<file path="src/rtl/reg_write_queue_pkg.sv">
// Shared sizing for the register write queue and the downstream 32-bit register.
package reg_write_queue_pkg;

    localparam int WIDTH_DEF  = 32;
    localparam int DEPTH_DEF  = 4;
    localparam int DROP_W_DEF = 8;

endpackage

</file>
<file path="src/rtl/reg_write_queue_fifo_mem.sv">
// Queue storage: DEPTH x WIDTH array, one synchronous write port, one async read port.
module reg_write_queue_fifo_mem #(
    parameter int WIDTH = 32,
    parameter int DEPTH = 4,
    parameter int PTR_W = 2
) (
    input  logic             clk,
    input  logic             we,
    input  logic [PTR_W-1:0] waddr,
    input  logic [WIDTH-1:0] wdata,
    input  logic [PTR_W-1:0] raddr,
    output logic [WIDTH-1:0] rdata
);

    logic [WIDTH-1:0] mem [DEPTH];

    // Storage is never reset; the top masks the read data while empty.
    always_ff @(posedge clk) begin
        if (we) begin
            mem[waddr] <= wdata;
        end
    end

    assign rdata = mem[raddr];

endmodule

</file>
<file path="src/rtl/reg_write_queue.sv">
// Buffers write requests and feeds one per cycle into a d/enable register,
// counting requests rejected while full.
module reg_write_queue
    import reg_write_queue_pkg::*;
#(
    parameter int  WIDTH  = WIDTH_DEF,
    parameter int  DEPTH  = DEPTH_DEF,
    parameter int  DROP_W = DROP_W_DEF,
    localparam int PTR_W  = $clog2(DEPTH)
) (
    input  logic              clk,
    input  logic              reset,
    input  logic              in_valid,
    input  logic [WIDTH-1:0]  in_data,
    output logic              in_ready,
    input  logic              out_ready,
    output logic              out_enable,
    output logic [WIDTH-1:0]  out_d,
    output logic [PTR_W:0]    count,
    output logic [DROP_W-1:0] drop_count
);

    localparam logic [PTR_W-1:0] PTR_ONE  = PTR_W'(1);
    localparam logic [PTR_W:0]   CNT_ONE  = (PTR_W + 1)'(1);
    localparam logic [PTR_W:0]   CNT_FULL = (PTR_W + 1)'(DEPTH);

    logic [PTR_W-1:0]  wr_ptr;
    logic [PTR_W-1:0]  rd_ptr;
    logic [PTR_W:0]    cnt;
    logic [DROP_W-1:0] drops;
    logic [WIDTH-1:0]  head;
    logic              empty;
    logic              full;
    logic              push;
    logic              pop;
    logic              drop;

    // Handshake: a transfer happens on a rising edge where valid && ready are both
    // high; valid never waits on ready, and ready never depends on valid.
    assign empty      = (cnt == '0);
    assign full       = (cnt == CNT_FULL);
    assign in_ready   = reset && !full;
    assign out_enable = !empty && out_ready;
    assign out_d      = empty ? '0 : head;
    assign count      = cnt;
    assign drop_count = drops;

    assign push = in_valid && in_ready;
    assign pop  = out_enable;
    assign drop = in_valid && !in_ready;

    always_ff @(posedge clk or negedge reset) begin
        if (!reset) begin
            wr_ptr <= '0;
            rd_ptr <= '0;
            cnt    <= '0;
        end else begin
            if (push) begin
                wr_ptr <= wr_ptr + PTR_ONE;
            end
            if (pop) begin
                rd_ptr <= rd_ptr + PTR_ONE;
            end
            // Full/empty come from the occupancy count; pointers alone are ambiguous.
            if (push && !pop) begin
                cnt <= cnt + CNT_ONE;
            end else if (pop && !push) begin
                cnt <= cnt - CNT_ONE;
            end
        end
    end

    always_ff @(posedge clk or negedge reset) begin
        if (!reset) begin
            drops <= '0;
        end else if (drop && (drops != '1)) begin
            drops <= drops + 1'b1;
        end
    end

    reg_write_queue_fifo_mem #(
        .WIDTH (WIDTH),
        .DEPTH (DEPTH),
        .PTR_W (PTR_W)
    ) u_mem (
        .clk   (clk),
        .we    (push),
        .waddr (wr_ptr),
        .wdata (in_data),
        .raddr (rd_ptr),
        .rdata (head)
    );

endmodule

</file>
<file path="config.mk">
export PLATFORM = sky130hd
export DESIGN_NAME = reg_write_queue
export DESIGN_NICKNAME = d
export VERILOG_FILES = /design/src/rtl/reg_write_queue_pkg.sv /design/src/rtl/reg_write_queue_fifo_mem.sv /design/src/rtl/reg_write_queue.sv
export SDC_FILE = /design/constraint.sdc
export NUM_CORES = 1
export LEC_CHECK = 0
export CAP_MARGIN = 5
export CORE_ASPECT_RATIO = 0.9
export CORE_MARGIN = 8
export CORE_UTILIZATION = 25
export CTS_CLUSTER_DIAMETER = 30
export DETAILED_ROUTE_END_ITERATION = 6
export DONT_BUFFER_PORTS = 1
export GPL_ROUTABILITY_DRIVEN = 0
export PLACE_DENSITY = 0.47
export SKIP_LAST_GASP = 1
export SYNTH_ARGS = -nofsm -noshare
export SYNTH_HDL_FRONTEND = slang
export SYNTH_SLANG_ARGS = --single-unit
</file>
<file path="constraint.sdc">
create_clock -name clk -period 3 [get_ports clk]
set_input_delay 0.75 -clock clk [delete_from_list [all_inputs] [get_ports clk]]
set_output_delay 0.75 -clock clk [all_outputs]
set_load 0.02 [all_outputs]
</file>
### Yosys cells after proc, flatten, opt, wreduce, memory -nomap -nowiden

Memories as Yosys holds them, arrays and structs flattened.
Index checks and enable logic that the tools add are counted.
W data, S select, Z words.

| cells by class | value |
|---|---|
| add/sub/neg operators | 5 |
| equality and inequality tests | 2 |
| multiplexer cells | 5 |
| reduce and logical (&&, ||, !) cells | 14 |

Operators with widths:

| operator | count |
|---|---|
| $mux W32 | 1 |
| $add A8 B1 Y8 const B | 1 |
| $ne A8 B8 Y1 const B | 1 |
| $logic_and A1 B1 Y1 | 7 |
| $mux W3 | 2 |
| $logic_not A1 Y1 | 5 |
| $add A2 B1 Y2 const B | 2 |
| $add A3 B1 Y3 const B | 1 |
| $eq A3 B3 Y1 const B | 1 |
| $logic_not A3 Y1 | 1 |
| $sub A3 B1 Y3 const B | 1 |
| $mux W1 | 2 |
| $reduce_bool A2 Y1 | 1 |

| word-level totals | value |
|---|---|
| flip-flop bits (word level) | 15 |
| bits in writable memories | 128 |
| bits of input ports | 36 |
| output and inout bits | 45 |
| memories kept | 1 |

Memories:

| name | words | bits a word | read ports | clocked after Yosys merged registers in | wr ports | line | RTL |
|---|---|---|---|---|---|---|---|
| u_mem.mem | 4 | 32 | 1 | 0 | 1 | reg_write_queue_fifo_mem.sv:15 | `logic [WIDTH-1:0] mem [DEPTH];` |

### Logic depth before layout (Yosys ltp)

Gate-level depths: netlist (run 1).

| logic depth | value |
|---|---|
| word-level depth | 8 |
| gate-level depth with buffers | 9 |
| gate-level depth less buffers | 9 |

### By module

Synthesis (run 1) repeated with hierarchy kept, for this count alone.

| second synthesis, totals | value |
|---|---|
| cell total of the unflattened synthesis | 273 |
| area total of the unflattened synthesis | 5693.0 µm² |

Modules (own cells, without submodules):

| module | instances | cells an instance | area each (µm²) | seq. area each (µm²) |
|---|---|---|---|---|
| reg_write_queue_fifo_mem | 1 | 171 | 4689.5 | 3843.7 |
| reg_write_queue | 1 | 102 | 1003.5 | 375.4 |

### Worst setup path after synthesis (run 1)

OpenSTA, ideal clock, no wires.

| timing path | value |
|---|---|
| path type | input to register |
| start point | input reset |
| end point | register cnt[2] (netlist: count[2]) |
| setup time | 80 ps |
| data arrival time | 2319 ps |
| required time | 2920 ps |
| setup slack | 601 ps |
| cell stages on the path | 8 |
| buffers on the path | 0 |
| cells stage by stage | a21boi_2 and2_0 ha_1 inv_1 fa_1 xor2_1 nor2_1 xor2_1 |

| between the ends | value |
|---|---|
| word-level cells in the longest chain between the ends | 5 |

Ends and longest elaborated chain:

| what | line | RTL |
|---|---|---|
| from (decl) | reg_write_queue.sv:12 | `input logic reset,` |
| $logic_and A1 B1 Y1 * | reg_write_queue.sv:42 | `assign in_ready = reset && !full;` |
| $logic_and A1 B1 Y1 * | reg_write_queue.sv:48 | `assign push = in_valid && in_ready;` |
| net push | reg_write_queue.sv:34 | `logic push;` |
| $logic_not A1 Y1 | reg_write_queue.sv:67 | `end else if (pop && !push) begin` |
| $logic_and A1 B1 Y1 | reg_write_queue.sv:67 |  |
| $reduce_bool A2 Y1 (no source line) | - |  |
| to (signal assigned) | reg_write_queue.sv:66 | `cnt <= cnt + CNT_ONE;` |
| to (signal assigned) | reg_write_queue.sv:68 | `cnt <= cnt - CNT_ONE;` |
| to (decl) | reg_write_queue.sv:29 | `logic [PTR_W:0] cnt;` |

The timed path passes the listed nets; every way through them passes the cells marked *.
A chain may end at the register's enable or synchronous reset.

### Worst setup path after layout (run 1)

| timing path | value |
|---|---|
| start point | register cnt[1] (netlist: count[1]) |
| end point | output out_d[7] |

| between the ends | value |
|---|---|
| word-level cells in the longest chain between the ends | 2 |

Ends and longest elaborated chain:

| what | line | RTL |
|---|---|---|
| $logic_not A3 Y1 | reg_write_queue.sv:40 | `assign empty = (cnt == '0);` |
| $mux W32 | reg_write_queue.sv:44 | `assign out_d = empty ? '0 : head;` |
| to (decl) | reg_write_queue.sv:18 | `output logic [WIDTH-1:0] out_d,` |

Every way passes these cells.

==> results.sh, run 1 <==
export IMPL_status="finished, final reports clean"
export IMPL_switching_share_pct=33.7
export IMPL_worst_path_max_delay_cell="dfrtp_1"
export IMPL_place_hpwl_mm=7.36
export IMPL_finalHoldViolCount=0
export IMPL_drtIter0Drc=178
export IMPL_r2r_start="count[0]$_DFFE_PN0P_"
export IMPL_synth_fp_nets=320
export IMPL_ys_top_cells_by_area="edfxtp_1, mux4_2, dfrtp_1, nor2b_1, ha_1"
export IMPL_synth_edff_count=128
export IMPL_viasPerCell=4.26
export IMPL_die_area_um2=27800
export IMPL_drtAntennaViolNets=0
export IMPL_routed_wl_mm=12.1
export IMPL_io_buffers=0
export IMPL_antenna_found_initial=0
export IMPL_rsz0062_at_grt="false"
export IMPL_leakagePower_nw=2.18
export IMPL_critPathRequiredTime_ps=2250
export IMPL_n_fill_cell=2248
export IMPL_pin_count=81
export IMPL_cp_startpoint="count[1]$_DFFE_PN0P_"
export IMPL_setup_viol=0
export IMPL_clock_skew_ps=6.38
export IMPL_busiest_layer="met2"
export IMPL_clkLatencyLatePin_ps=410
export IMPL_drv_slew=0
export IMPL_cts_setup_buffers=0
export IMPL_clockBufferDepth=2
export IMPL_grt_pass1_vias=2918
export IMPL_grt_first_pass_wirelength_mm=18.6
export IMPL_layout_drive_gt1_share_pct=28.1
export IMPL_coreArea_um2=22400
export IMPL_grt_util_met2_pct=14.5
export IMPL_postSynthAreaPerCell_um2=20.5
export IMPL_fin_crit_ps=2680
export IMPL_cts_resized=0
export IMPL_yosysUniqueCellTypes=30
export IMPL_ys_seq_elements=143
export IMPL_dr_total_vias=2587
export IMPL_worstSetupEndpointType="output pin"
export IMPL_ir_drop_mv=0.490
export IMPL_hp_class="in2async"
export IMPL_power_internal_w=0.00446
export IMPL_die_y_um=159
export IMPL_synthCells=277
export IMPL_critPathKind="reg2out"
export IMPL_drc=0
export IMPL_crit_fanout=32
export IMPL_setup_ws_ps=323
export IMPL_wl_per_cell_um=19.9
export IMPL_use_met1_pct=10.0
export IMPL_rr_endpoint="count[2]$_DFFE_PN0P_"
export IMPL_cp_start_kind="flop"
export IMPL_max_freq_mhz=374
export IMPL_r2r_slack_ps=750
export IMPL_p_seq_share_pct=40.7
export IMPL_path_cells="nor3_2 -> buf_4 -> and2b_1"
export IMPL_fin_crit_sh_pct=89.2
export IMPL_gr_usage_met3_pct=5.03
export IMPL_netlist_area_um2=5670
export IMPL_dp_slack_ps=682
export IMPL_clock_sinks=143
export IMPL_synth_flop_cell="edfxtp_1"
export IMPL_synth_most_common_cell="edfxtp_1"
export IMPL_cp_depth=3
export IMPL_die_x_um=175
export IMPL_grtUsageTotal_pct=9.11
export IMPL_rows=52
export IMPL_synth_common_cells="edfxtp_1, mux4_2, nor2b_1"
export IMPL_tns_ps=0
export IMPL_n_antenna_cell=0
export IMPL_cp_arrival_ps=1930
export IMPL_crit_family="simple AND/OR/NAND/NOR gates"
export IMPL_nNetsFinal=340
export IMPL_clk_pin_slew_ps=60
export IMPL_grt_overflow=0
export IMPL_critical_path_buf_inv_count=1
export IMPL_ys_async_sr_fraction_pct=10.5
export IMPL_r2r_cells=9
export IMPL_switching_power_w=0.00227
export IMPL_power_frac_comb_pct=29.0
export IMPL_numCtsBuffers=17
export IMPL_dr_pass1_iters=4
export IMPL_grt_max_degree=33
export IMPL_htreeDepth=4
export IMPL_yosysTopAreaCell="edfxtp_1"
export IMPL_netlist_area_leader_share_pct=67.7
export IMPL_utilization_pct=29.8
export IMPL_ys_warn_count=0
export IMPL_tritoncts="yes"
export IMPL_drv_cap=0
export IMPL_synth_seq_area_share_pct=74.4
export IMPL_tightest_slew_ps=561
export IMPL_syn_to_final_growth_pct=17.4
export IMPL_cts_root_buf="clkbuf_16"
export IMPL_p_per_area_nw_per_um2=1010
export IMPL_max_stage_delay_ps=510
export IMPL_relSlewSlack_pct=62.6
export IMPL_clkPwrFrac_pct=30.3
export IMPL_start_util_pct=25.4
## metal layers
layer  vias to the layer above  wire length, um
met5                         -                0
met2                        72             5800
li1                       1137                -
met1                      1365             4960
met3                        13             1150
met4                         0              165
## timing repair
item                                   4_1_cts  5_1_grt
hold buffers                                 2        0
endpoints found under the hold margin        8        0
setup endpoints to repair                    0        0
## cell families after synthesis
logic type,after synthesis,share of synthesized area [%]
buffers and inverters,15,1.76
adders and majority gates,7,1.68
muxes,38,13.9
xor gates and xnor gates,9,1.39
DFF,143,74.4
and+or+nand+nor,59,6.15
AOI/OAI and AO/OA,6,0.772
## state kept, by name, indices dropped and copies added (netlist names)
register,flops
rd_ptr,2
u_mem.mem,128
wr_ptr,2
drop_count,8
count,3
## worst max-delay path by stage
stage                      endpoint  slack [ps]
4_1_cts                   out_d[31]         250
3_3_place_gp   count[2]$_DFFE_PN0P_         720
6_report                   out_d[7]         320
2_1_floorplan  count[2]$_DFFE_PN0P_         600
5_1_grt                    out_d[7]         190
3_5_place_dp   count[2]$_DFFE_PN0P_         680
## metrics by stage
step / instance area [um2] / power, W / hold WS (ps) / instances
floorplan: 5670 / 0.00435 / 454 / 277
global placement: 6070 / 0.00481 / 456 / 573
detailed placement: 6070 / 0.00483 / 456 / 573
CTS: 6660 / 0.00690 / 3.51 / 607
global route: 6660 / 0.00711 / 2.30 / 607
finish: 6660 / 0.00673 / 33.1 / 607
## power by group through the flow
stage                     clock network, W  registers [W]  logic, W
final                              0.00204        0.00274   0.00195
after global routing               0.00219        0.00278   0.00215
after CTS                          0.00211        0.00275   0.00204
after detailed placement                 0        0.00279   0.00204
after global placement                   0        0.00278   0.00203
after floorplan                          0        0.00269   0.00166
## cells in the final DEF, fill, tap and decap left out, drive strengths merged, types with 3 or more instances in the layout
cell	instances
edfxtp	128
dfrtp	15
nand4	3
nand2	6
clkinv	7
ha	6
nor2	3
and2b	3
mux4	32
clkinvlp	3
and3	7
inv	6
nor2b	30
buf	10
mux2	6
clkbuf	18
xnor2	7
## layout make-up
type                       count  area, um2  share of cell area [%]
clock buffer                  18        429                    6.44
timing repair buffer          12        120                    1.80
clock inverter                14        141                    2.12
multi-input combinational    119       1370                    20.5
sequential                   143       4220                    63.3
inverter                       4       15.0                   0.225
tap                          297        372                    5.58
Power figures use the tool's default switching activity.
==> run 2, diff against run 1 <==
Settings changed: CORE_MARGIN 8 to 2.
==> run 2 against run 1 <==
Critical path depth is the same. Core utilization grew 0.46 points. First-iteration DRC count shrank 55%. Sequential cell count is the same. Non-clock buffer count grew 2. Global-route usage grew 1.5 points. Power grew 4.1%. Clock power grew 14%. Critical endpoint is now out_d[31]. Highest routed layer unchanged.
==> results.sh, run 2 (same netlist as run 1, synthesis figures left out) <==
export IMPL_grt_first_pass_wirelength_mm=17.9
export IMPL_dr_total_vias=2574
export IMPL_clockBufferDepth=2
export IMPL_max_stage_delay_ps=530
export IMPL_cts_resized=0
export IMPL_status="finished, final reports clean"
export IMPL_crit_fanout=34
export IMPL_nNetsFinal=342
export IMPL_setup_viol=0
export IMPL_critical_path_buf_inv_count=1
export IMPL_highest_layer="met4"
export IMPL_critPathRequiredTime_ps=2250
export IMPL_wl_per_cell_um=19.4
export IMPL_tightest_slew_ps=553
export IMPL_ir_drop_mv=0.469
export IMPL_clk_pin_slew_ps=60
export IMPL_place_hpwl_mm=7.36
export IMPL_rows=52
export IMPL_worst_path_max_delay_cell="mux4_2"
export IMPL_layout_drive_gt1_share_pct=28.8
export IMPL_grt_max_degree=35
export IMPL_start_util_pct=25.4
export IMPL_layout_common_cells="edfxtp_1, mux4_2, nor2b_1"
export IMPL_relSlewSlack_pct=63.0
export IMPL_dr_wl_met2_mm=5.92
export IMPL_drv_slew=0
export IMPL_viasPerCell=4.23
export IMPL_n_antenna_cell=0
export IMPL_antenna_found_initial=0
export IMPL_register_area_um2=4220
export IMPL_critPathKind="reg2out"
export IMPL_holdWs_ps=429
export IMPL_wl_met1_mm=4.78
export IMPL_rsz0062_at_grt="false"
export IMPL_largest_reg_flops=128
export IMPL_die_y_um=147
export IMPL_numCtsBuffers=17
export IMPL_die_area_um2=23900
export IMPL_routed_wl_mm=11.8
export IMPL_clock_skew_ps=8.30
export IMPL_htreeDepth=4
export IMPL_die_x_um=163
export IMPL_grt_overflow=0
export IMPL_drtIter0Drc=80
export IMPL_dr_pass1_iters=4
export IMPL_io_buffers=0
export IMPL_tns_ps=0
export IMPL_tritoncts="yes"
export IMPL_crit_family="multiplexers"
export IMPL_drc=0
export IMPL_grtUsageTotal_pct=10.6
export IMPL_p_per_area_nw_per_um2=1040
export IMPL_top_register="u_mem.mem"
export IMPL_finalHoldViolCount=0
export IMPL_cts_root_buf="clkbuf_16"
export IMPL_multi_input_area_um2=1370
export IMPL_pin_count=81
export IMPL_drtAntennaViolNets=0
export IMPL_coreArea_um2=22400
export IMPL_path_cells="buf_12 -> mux4_2 -> and2b_1"
export IMPL_cp_start_kind="flop"
export IMPL_fin_crit_sh_pct=88.2
export IMPL_clkLatencyLatePin_ps=410
export IMPL_drv_cap=0
export IMPL_n_fill_cell=2219
export IMPL_cp_arrival_ps=1900
export IMPL_max_freq_mhz=378
export IMPL_worstSetupEndpointType="output pin"
export IMPL_met3WireLength_um=933
export IMPL_leakagePower_nw=2.24
export IMPL_final_common_cell="edfxtp_1"
export IMPL_clock_sinks=143
export IMPL_grt_pass1_vias=2913
export IMPL_syn_to_final_growth_pct=19.3
export IMPL_hp_class="in2reg"
export IMPL_fin_crit_ps=2650
==> run 2: cell count changes in the layout (fill, tap and decap cells not counted) <==
cell | previous run | this run
inv_8 | 0 | 1
inv_6 | 2 | 3
clkinv_2 | 4 | 0
bufinv_16 | 2 | 5
clkinvlp_4 | 3 | 2
clkinv_4 | 2 | 3
clkbuf_1 | 1 | 0
buf_4 | 8 | 10
==> run 2: worst paths after layout <==
check	startpoint	to	slack, ps	cells after the start
hold / removal	in_data[6]	u_mem.mem[3][6]$_DFFE_PP_	430	0
setup reg to reg	count[0]$_DFFE_PN0P_	count[2]$_DFFE_PN0P_	600	10
setup / recovery	rd_ptr[0]$_DFFE_PN0P_	out_d[31]	350	3
min in group asynchronous	reset	wr_ptr[1]$_DFFE_PN0P_	600	1
hold reg to reg	wr_ptr[1]$_DFFE_PN0P_	wr_ptr[1]$_DFFE_PN0P_	580	1
max in group asynchronous	reset	rd_ptr[0]$_DFFE_PN0P_	1840	1
==> run 2: layer usage <==
| metal | track usage, % | vias to the layer above |
|---|---|---|
| met5 | 0 | - |
| met4 | 4.12 | 0 |
| met3 | 5.05 | 11 |
| met2 | 17.2 | 57 |
| met1 | 12.0 | 1368 |
| li1 | - | 1138 |
==> run 2: timing repair <==
| action | CTS | global route |
|---|---|---|
| setup buffers | 0 | 0 |
| hold buffers | 1 | 1 |
| endpoints found under the hold margin | 12 | 3 |
==> run 2: final cells by class <==
cell class                      instances  area share (%)
Sequential cell                       143            62.4
Multi-Input combinational cell        119            20.2
Clock buffer                           17            6.29
Tap cell                              297            5.49
Clock inverter                         15            3.44
Timing Repair Buffer                   14            2.00
Inverter                                4           0.222
==> run 2: worst register-to-register path, stage by stage (launching register included) <==
cell and delay [ps]:
dfrtp_1 580, nor2_1 130, a21boi_2 150, buf_4 170, and2_0 230, ha_1 220
inv_1 70, fa_1 380, xor2_1 150, nor2_1 100, xor2_1 140
==> run 2: report_power, final <==
group | internal [W] | total, W | leakage [nW] | switching (W)
clock network | 0.00149 | 0.00232 | 0.314 | 0.000831
logic | 0.000781 | 0.00195 | 0.580 | 0.00117
registers | 0.00246 | 0.00273 | 1.34 | 0.000272
total | 0.00473 | 0.00701 | 2.24 | 0.00227
==> run 2: stage by stage <==
stage / utilization, % / area [um2] / setup WS (ps) / cells / power, W
after detailed placement: 27.2 / 6090 / 563 / 575 / 0.00482
after global placement: 27.2 / 6090 / 589 / 575 / 0.00478
after CTS: 30.2 / 6760 / 273 / 608 / 0.00718
final: 30.2 / 6770 / 354 / 609 / 0.00701
after floorplan: - / 5670 / 601 / 277 / 0.00435
after global routing: 30.2 / 6770 / 249 / 609 / 0.00740
==> run 3, diff against run 2 <==
Settings changed: CAP_MARGIN 5 to 20.
==> results of run 3 <==
No change in the layout: final DEF, timing and power equal those of run 2.
